==> src/rtl/phase_sequencer.sv <==
// phase_sequencer: timed IDLE->A->B->C sequencer with a CLK_HZ/TICK_HZ prescaler, loop and abort.
// Optional macro SEQ_PAUSE_EN adds a pause input that freezes all timing while busy.
module phase_sequencer #(
  parameter int CLK_HZ = 100_000_000,
  parameter int TICK_HZ = 10
) (
  input  logic       clk,
  input  logic       rst,
  input  logic       start,
  input  logic       abort,
  input  logic       loop,
  input  logic [7:0] dur_a,
  input  logic [7:0] dur_b,
  input  logic [7:0] dur_c,
`ifdef SEQ_PAUSE_EN
  input  logic       pause,
`endif
  output logic       busy,
  output logic [1:0] phase,
  output logic       tick,
  output logic       done
);
  localparam int DIV = CLK_HZ / TICK_HZ;
  localparam int PW = (DIV > 2) ? $clog2(DIV) : 1;
  localparam logic [1:0] IDLE = 2'd0;
  localparam logic [1:0] PH_A = 2'd1;
  localparam logic [1:0] PH_B = 2'd2;
  localparam logic [1:0] PH_C = 2'd3;
  logic [PW-1:0] presc;
  logic [7:0] tcnt, da, db, dc, cur_dur, last;
  logic hold, wrap, fin;
`ifdef SEQ_PAUSE_EN
  assign hold = pause;
`else
  assign hold = 1'b0;
`endif
  // a zero duration behaves as one tick
  always_comb begin
    cur_dur = (phase == PH_A) ? da : (phase == PH_B) ? db : dc;
    last = (cur_dur == 8'd0) ? 8'd0 : cur_dur - 8'd1;
    wrap = busy && !hold && (presc == PW'(DIV - 1));
    fin = wrap && (tcnt == last);
  end
  always_ff @(posedge clk) begin
    if (rst) begin
      phase <= IDLE;
      busy <= 1'b0;
      tick <= 1'b0;
      done <= 1'b0;
      presc <= '0;
      tcnt <= '0;
      da <= '0;
      db <= '0;
      dc <= '0;
    end else if (!busy) begin
      tick <= 1'b0;
      done <= 1'b0;
      presc <= '0;
      tcnt <= '0;
      if (start && !abort) begin
        da <= dur_a;
        db <= dur_b;
        dc <= dur_c;
        phase <= PH_A;
        busy <= 1'b1;
      end
    end else if (abort) begin
      phase <= IDLE;
      busy <= 1'b0;
      tick <= 1'b0;
      done <= 1'b0;
      presc <= '0;
      tcnt <= '0;
    end else if (hold) begin
      tick <= 1'b0;
      done <= 1'b0;
    end else begin
      presc <= wrap ? '0 : presc + 1'b1;
      tick <= wrap;
      done <= fin && (phase == PH_C);
      if (fin) begin
        tcnt <= '0;
        phase <= (phase == PH_C) ? (loop ? PH_A : IDLE) : phase + 2'd1;
        busy <= !(phase == PH_C && !loop);
        if (phase == PH_C && loop) begin
          da <= dur_a;
          db <= dur_b;
          dc <= dur_c;
        end
      end else if (wrap) begin
        tcnt <= tcnt + 8'd1;
      end
    end
  end
endmodule

==> config.mk <==
export PLATFORM = sky130hd
export DESIGN_NAME = phase_sequencer
export DESIGN_NICKNAME = d
export VERILOG_FILES = /design/src/rtl/phase_sequencer.sv
export SDC_FILE = /design/constraint.sdc
export NUM_CORES = 1
export LEC_CHECK = 0
export BUFFER_PORTS_ARGS = -buffer_cell sky130_fd_sc_hd__buf_2
export CORE_MARGIN = 2
export CORE_UTILIZATION = 50
export CTS_CLUSTER_DIAMETER = 150
export DETAILED_ROUTE_END_ITERATION = 8
export PLACE_DENSITY = 0.71
export SLEW_MARGIN = 20
export SYNTH_ARGS = -nofsm -noshare
export SYNTH_HDL_FRONTEND = slang
export SYNTH_SLANG_ARGS = --single-unit
==> constraint.sdc <==
create_clock -name clk -period 4.1 [get_ports clk]
set_input_delay 0.82 -clock clk [delete_from_list [all_inputs] [get_ports clk]]
set_output_delay 0.82 -clock clk [all_outputs]
set_load 0.1 [all_outputs]
==> results of run 1 <==
## cells by family after synthesis
group | Yosys count | share of synthesized area (%)
AO/OA/AOI/OAI | 85 | 16.9
XOR/XNOR | 36 | 8.45
adder cells (fa/ha/maj) | 7 | 2.35
multiplexers | 13 | 4.39
AND/OR/NAND/NOR | 212 | 29.6
buffers and inverters | 47 | 5.50
flip-flops | 61 | 32.7
## where the power goes
| part | internal [mW] | switching (mW) | total, mW |
|---|---|---|---|
| sequential | 0.610 | 0.0195 | 0.629 |
| clock | 0.383 | 0.238 | 0.621 |
| combinational | 0.103 | 0.151 | 0.254 |
## placed cells by master (no fill, tap or decap), types with 4 or more instances in the layout
| master | instances |
|---|---|
| o311ai_1 | 23 |
| ha_1 | 5 |
| nand3_1 | 14 |
| o21ai_0 | 6 |
| inv_1 | 9 |
| a21oi_1 | 6 |
| dfxtp_1 | 59 |
| and4_1 | 4 |
| nor3_1 | 30 |
| xor2_1 | 23 |
| nor4b_1 | 5 |
| nor2_1 | 46 |
| xnor2_1 | 13 |
| nand4_1 | 32 |
| clkbuf_8 | 13 |
| nor2b_1 | 5 |
| buf_2 | 33 |
| and3_1 | 8 |
| a31oi_1 | 25 |
| mux2i_1 | 5 |
| nand2_1 | 43 |
| buf_4 | 7 |
## layer usage
layer | vias up | wire, um | GRT usage (%)
met5 | - | 0 | 0
met4 | 0 | 171 | 7.95
met3 | 17 | 413 | 6.09
met2 | 79 | 3970 | 35.0
met1 | 1631 | 4010 | 28.7
li1 | 1748 | - | -
## critical path, delay by kind of cell, from the launching register on
family	cells	cell delay (ns)
AOI/OAI and AO/OA	4	1.22
and+or+nand+nor	3	0.72
muxes	2	0.48
adders and majority gates	2	0.46
DFF	1	0.36
buffers and inverters	2	0.32
xor gates and xnor gates	1	0.18
## state kept, by name, indices dropped and copies added (netlist names)
signal	flops
presc	24
busy	1
tick	1
phase	2
done	1
da	8
dc	8
tcnt	8
db	8
## metrics by stage
step | cell area, um^2 | total power [mW]
floorplan | 3740 | 0.828
global placement | 3920 | 0.879
detailed placement | 3920 | 0.885
CTS | 4170 | 1.51
global route | 4210 | 1.57
finish | 4210 | 1.50
## final timing paths
check	endpoint	slack [ns]	cells after the start
setup / recovery	dc[1]	0.24	14
hold / removal	presc[0]	0.48	1
setup reg to reg	dc[1]	0.24	14
hold reg to reg	presc[0]	0.48	1
## final cells by class
class / instances / area share [%]
clock buffer: 14 / 4.84
clock inverter: 2 / 0.832
timing repair buffer: 41 / 5.44
inverter: 11 / 0.980
sequential: 61 / 29.2
multi-input combinational: 353 / 55.8
tap: 99 / 2.94
==> run summary, run 1 <==
Final wirelength = 8560 um
Final Critical Period = 3.86 ns
Max clock buf depth = 2
Largest net degree at the start of global routing = 52
Post-DP HPWL = 5880 um
Fill count = 693
Highest clock rate = 259 MHz
Clk slew on worst S/H paths = 0.07 ns
Slew headroom = 50.4%
GPL Wtd Cong = 0.850
Worst Path Required = 4.33 ns
LEAKAGE = 1.45 nW
# hold bufs at CTS = 0
Number of synthesized flops with an enable pin = 0
Worst Setup End Kind = flop
RSZ-0062 raised after global routing = no
Mapped Nets = 497
Syn Area/Cell = 8.09 um^2
CP max stage delay = 0.41 ns
H-tree depth = 3
Finished Core Util = 58.1%
Fin. Hold Viols = 0
Worst skew pair latency = 0.34 ns
Ys flop type = dfxtp_1
Seq/Total Area, Yosys = 32.7%
Fin nets = 513
Start point of the critical path = phase[0]
Vias in the first global route = 3237
Post-Place Cells = 565
Most common cell in the netlist = dfxtp_1
Register area = 1230 um^2
Mapped Area = 3730 um^2
Chip height = 90.4 um
Critical Path Start Type = flop
CTS tree = done
Worst setup margin = 0.243 ns
Min-delay src = presc[0]
Grt total ovfl = 0
Post-Place Setup Slack = 0.0114 ns
Synth top area cells = dfxtp_1 33%, o311ai_1 5.6%, xor2_1 5.4%
Die area = 8170 um^2
Slew Limit Fails = 0
Layout Cells excl Fill = 581
Warnings from Yosys = 0
CTS resizes = 1
Synth Register Bits = 61
Overall global routing resource usage = 22.0%
Post-DRT Antenna Nets = 0
Hold Slack = 0.480 ns
Clock root buffer = clkbuf_8
Setup_tns = 0 ns
Post-CTS Setup Bufs = 0
Clk sink count = 61
Port Buf Inserts = 33
Worst clock skew = 0.0105 ns
Crit Path Max Fanout = 48
Yosys top cell area share = 32.7%
Vias per cell = 5.98
Area of the multi-input gates = 2350 um^2
R2r startpoint = phase[0]
Antenna violations before repair = 0
# Max-Cap Violations = 0
Residual DRC = 0
PD cells = 357 nW/um^2
Synth area leader = dfxtp_1
Slew at the pin closest to its max-slew limit = 0.739 ns
Max VDD drop = 0.000252 V
Synth unique cells = 60
Setup-failing EPs final = 0
Core area = 7250 um^2
Drt pass-1 iters = 5
Status = finished, final reports clean
Tcrit/Tclk final = 94.1%
Initial Util = 51.4%
CP arrival = 4.09 ns
Ant. Diodes = 0
Die width = 90.4 um
Initial DRC count = 213
Cell count after synthesis = 461
Crit Path Class = reg -> reg
Async set-reset flop share out of synthesis = 0%
Synth-to-layout area growth = 12.9%
Row Count = 31
Tightest Hold Check Type = reg -> reg
Synth top cells by count = 61 x dfxtp_1, 46 x nor2_1, 43 x nand2_1
Share of layout cells above drive strength 1 = 16.8%
CTS buffer count = 9
Via count = 3475
Drt wl/cell = 14.7 um
First-pass GRT wire length = 15000 um
CP max-delay cell = or3b_1
IO Pins = 34
Crit path cell chain = inv_1, ha_4, mux2_4, mux2i_2, ha_2, nor4bb_2, a41o_1, nand3_1, xor2_1, or3b_1, a211o_1, a2111o_1, buf_6, o311ai_1
No activity file was read; power rests on OpenSTA's default activity.
==> run 2, diff against run 1 <==
--- a/config.mk
+++ b/config.mk
@@ -10,7 +10,7 @@
 export CORE_UTILIZATION = 50
 export CTS_CLUSTER_DIAMETER = 150
 export DETAILED_ROUTE_END_ITERATION = 8
-export PLACE_DENSITY = 0.71
+export PLACE_DENSITY = 0.68
 export SLEW_MARGIN = 20
 export SYNTH_ARGS = -nofsm -noshare
 export SYNTH_HDL_FRONTEND = slang
==> constraint.sdc (replaced) <==
create_clock -name clk -period 5 [get_ports clk]
set_input_delay 1 -clock clk [delete_from_list [all_inputs] [get_ports clk]]
set_output_delay 1 -clock clk [all_outputs]
set_load 0.1 [all_outputs]
==> run 2 against run 1 <==
  * Clock power down 30%
  * Critical path depth stayed put
  * Largest cell class unchanged
  * Sequential power down 18%
  * Utilization is 2.0 points lower
  * Clock skew increased by 0.0014 ns
  * Flip-flop and latch count stayed put
  * Fmax down 13%
  * Die area stayed put
  * Register-to-register slack improved by 0.31 ns
==> run summary, run 2 (same netlist as run 1, synthesis figures left out) <==
Status = finished, final reports clean
Clk sink count = 61 (unchanged)
Max clock buf depth = 2 (unchanged)
Die area = 8170 um^2 (unchanged)
Setup_tns = 0 ns (unchanged)
R2r startpoint = phase[0]
Tightest Hold Check Type = reg -> reg
R2R cell count = 14 (unchanged)
Min-delay src = presc[0]
Critical R2R Capture = da[6]
Core area = 7250 um^2 (unchanged)
Clock root buffer = clkbuf_8
Most frequent CP cell = ha_1
Slew Limit Fails = 0 (unchanged)
Worst clock skew = 0.0120 ns (+0.00145 ns)
Port Buf Inserts = 33 (unchanged)
Share of power burned in registers = 45.0% (+3.2 points)
Vias in the first global route = 3256 (+0.59%)
Initial Util = 51.4% (unchanged)
Final wirelength = 8760 um (+2.3%)
Ant. Diodes = 0 (unchanged)
Post-DRT Antenna Nets = 0 (unchanged)
Number of flip-flops in the largest register = 24 (unchanged)
Vias per cell = 5.98 (about the same)
Die width = 90.4 um (unchanged)
IO Pins = 34 (unchanged)
Via count = 3444 (-0.89%)
Slew headroom = 39.6% (-11 points)
CTS tree = done
Post-DP HPWL = 5900 um (+0.31%)
Antenna violations before repair = 0 (unchanged)
Overall power = 1.15 mW (-24%)
Most common cell after layout, fill and taps aside = dfxtp_1
GPL Wtd Cong = 0.839 (-1.3%)
Share of layout cells above drive strength 1 = 14.3% (-2.5 points)
Clk slew on worst S/H paths = 0.08 ns (about the same)
Sw Pwr = 340 uW (-17%)
RSZ-0062 raised after global routing = no
Worst Path Required = 5.24 ns (+0.91 ns)
Final Critical Period = 4.44 ns (+0.586 ns)
# Max-Cap Violations = 0 (unchanged)
First-pass GRT wire length = 15200 um (+0.87%)
H-tree depth = 3 (unchanged)
CP max stage delay = 0.50 ns (+0.09 ns)
Max VDD drop = 0.000165 V (-34%)
Crit Path Class = reg -> reg
Critical Path Start Type = flop
Worst Setup End Kind = flop
Drt wl/cell = 15.2 um (+3.2%)
Largest register by flop count = presc
Switch share = 29.6% (+2.5 points)
Gate power share = 17.3% (+0.4 points)
CTS resizes = 0 (-1)
Setup-failing EPs final = 0 (unchanged)
Post-CTS Setup Bufs = 0 (unchanged)
Tcrit/Tclk final = 88.8% (-5.2 points)
Synth-to-layout area growth = 9.09%
P_int = 809 uW (-26%)
Residual DRC = 0 (unchanged)
CTS buffer count = 9 (unchanged)
Overall global routing resource usage = 22.4% (+0.38 points)
Initial DRC count = 159 (-25%)
Slew at the pin closest to its max-slew limit = 0.907 ns (+0.167 ns)
Clk pwr share = 37.6% (-3.7 points)
Largest net degree at the start of global routing = 53 (+1.9%)
LEAKAGE = 1.39 nW (-4.3%)
CP arrival = 4.68 ns (+0.59 ns)
Commonest non-fill, non-tap cells in the layout = 61 x dfxtp_1, 46 x nor2_1, 43 x nand2_1
Drt pass-1 iters = 4 (-1)
Fin nets = 508 (-0.97%)
Flop2flop setup slack = 0.56 ns (+0.31 ns)
Hold EP = presc[0]
Fin. Hold Viols = 0 (unchanged)
# hold bufs at CTS = 0 (unchanged)
PD cells = 282 nW/um^2 (-21%)
Hold path cells = 1 (unchanged)
CP max-delay cell = ha_1
Grt total ovfl = 0 (unchanged)
Crit path cell chain = inv_1, ha_1, mux2_4, mux2i_2, ha_1, nor4bb_1, a41o_1, nand3_1, xor2_1, or3b_1, a211o_1, a2111o_1, buf_4, o311ai_1
Row Count = 31 (unchanged)
Fill count = 696 (+0.43%)
Chip height = 90.4 um (unchanged)
Crit Path Max Fanout = 48 (unchanged)
Worst skew pair latency = 0.35 ns (about the same)
Highest clock rate = 225 MHz (-13%)
==> run 2: cell types whose count changed in the layout (fill, tap and decap cells not counted), moves of 2 or more <==
cell	delta
buf_4	-4
ha_1	+2
clkinvlp_4	+2
dfxtp_4	-2
dfxtp_1	+2
clkbuf_8	-4
==> run 2: worst max path at each step <==
stage	from	to	slack (ns)	cells past startpoint
5_1_grt	phase[0]	db[3]	0.12	14
2_1_floorplan	phase[0]	da[0]	0.40	17
4_1_cts	phase[0]	da[6]	0.56	14
6_report	phase[0]	da[6]	0.56	14
3_5_place_dp	phase[0]	da[6]	0.60	14
3_3_place_gp	phase[0]	db[6]	0.81	14
==> run 2: worst max-delay path, delay by kind of cell, from the launching register on <==
kind,cells,cell delay [ns]
fa+ha+maj,2,0.82
compound gates,4,1.20
mux,2,0.61
xor+xnor,1,0.19
buf+inv,2,0.38
simple gates,3,0.74
flops,1,0.37
==> run 2: layer usage <==
metal | up-vias | GRT usage (%) | routed length (um)
met5 | - | 0 | 0
met4 | 0 | 7.95 | 125
met3 | 9 | 5.51 | 353
met2 | 52 | 35.6 | 4090
met1 | 1640 | 29.7 | 4200
li1 | 1743 | - | -
==> run 2: cell type report <==
cell class                 count  area [um^2]  area share, %
timing repair buffer          36          188           4.61
clock buffer                  10          128           3.14
multi-input combinational    353         2300           56.6
sequential                    61         1220           30.0
inverter                      11         41.3           1.01
tap                           99          124           3.04
clock inverter                 6         63.8           1.57
==> run 2: power by group through the flow <==
stage / clock network [mW] / logic [mW] / registers (mW)
floorplan: 0 / 0.151 / 0.529
global placement: 0 / 0.192 / 0.528
detailed placement: 0 / 0.197 / 0.528
CTS: 0.441 / 0.198 / 0.517
global route: 0.461 / 0.221 / 0.519
finish: 0.432 / 0.199 / 0.517
==> run 2: metrics by stage <==
stage               cell area (um^2)  cells  worst slack, ns  utilization (%)  hold WS [ns]
floorplan                       3730    461            0.402                -         0.438
global placement                3880    560            0.805             53.5         0.463
detailed placement              3880    560            0.602             53.5         0.469
CTS                             4070    576            0.561             56.1         0.486
global route                    4070    576            0.118             56.1         0.506
finish                          4070    576            0.558             56.1         0.480
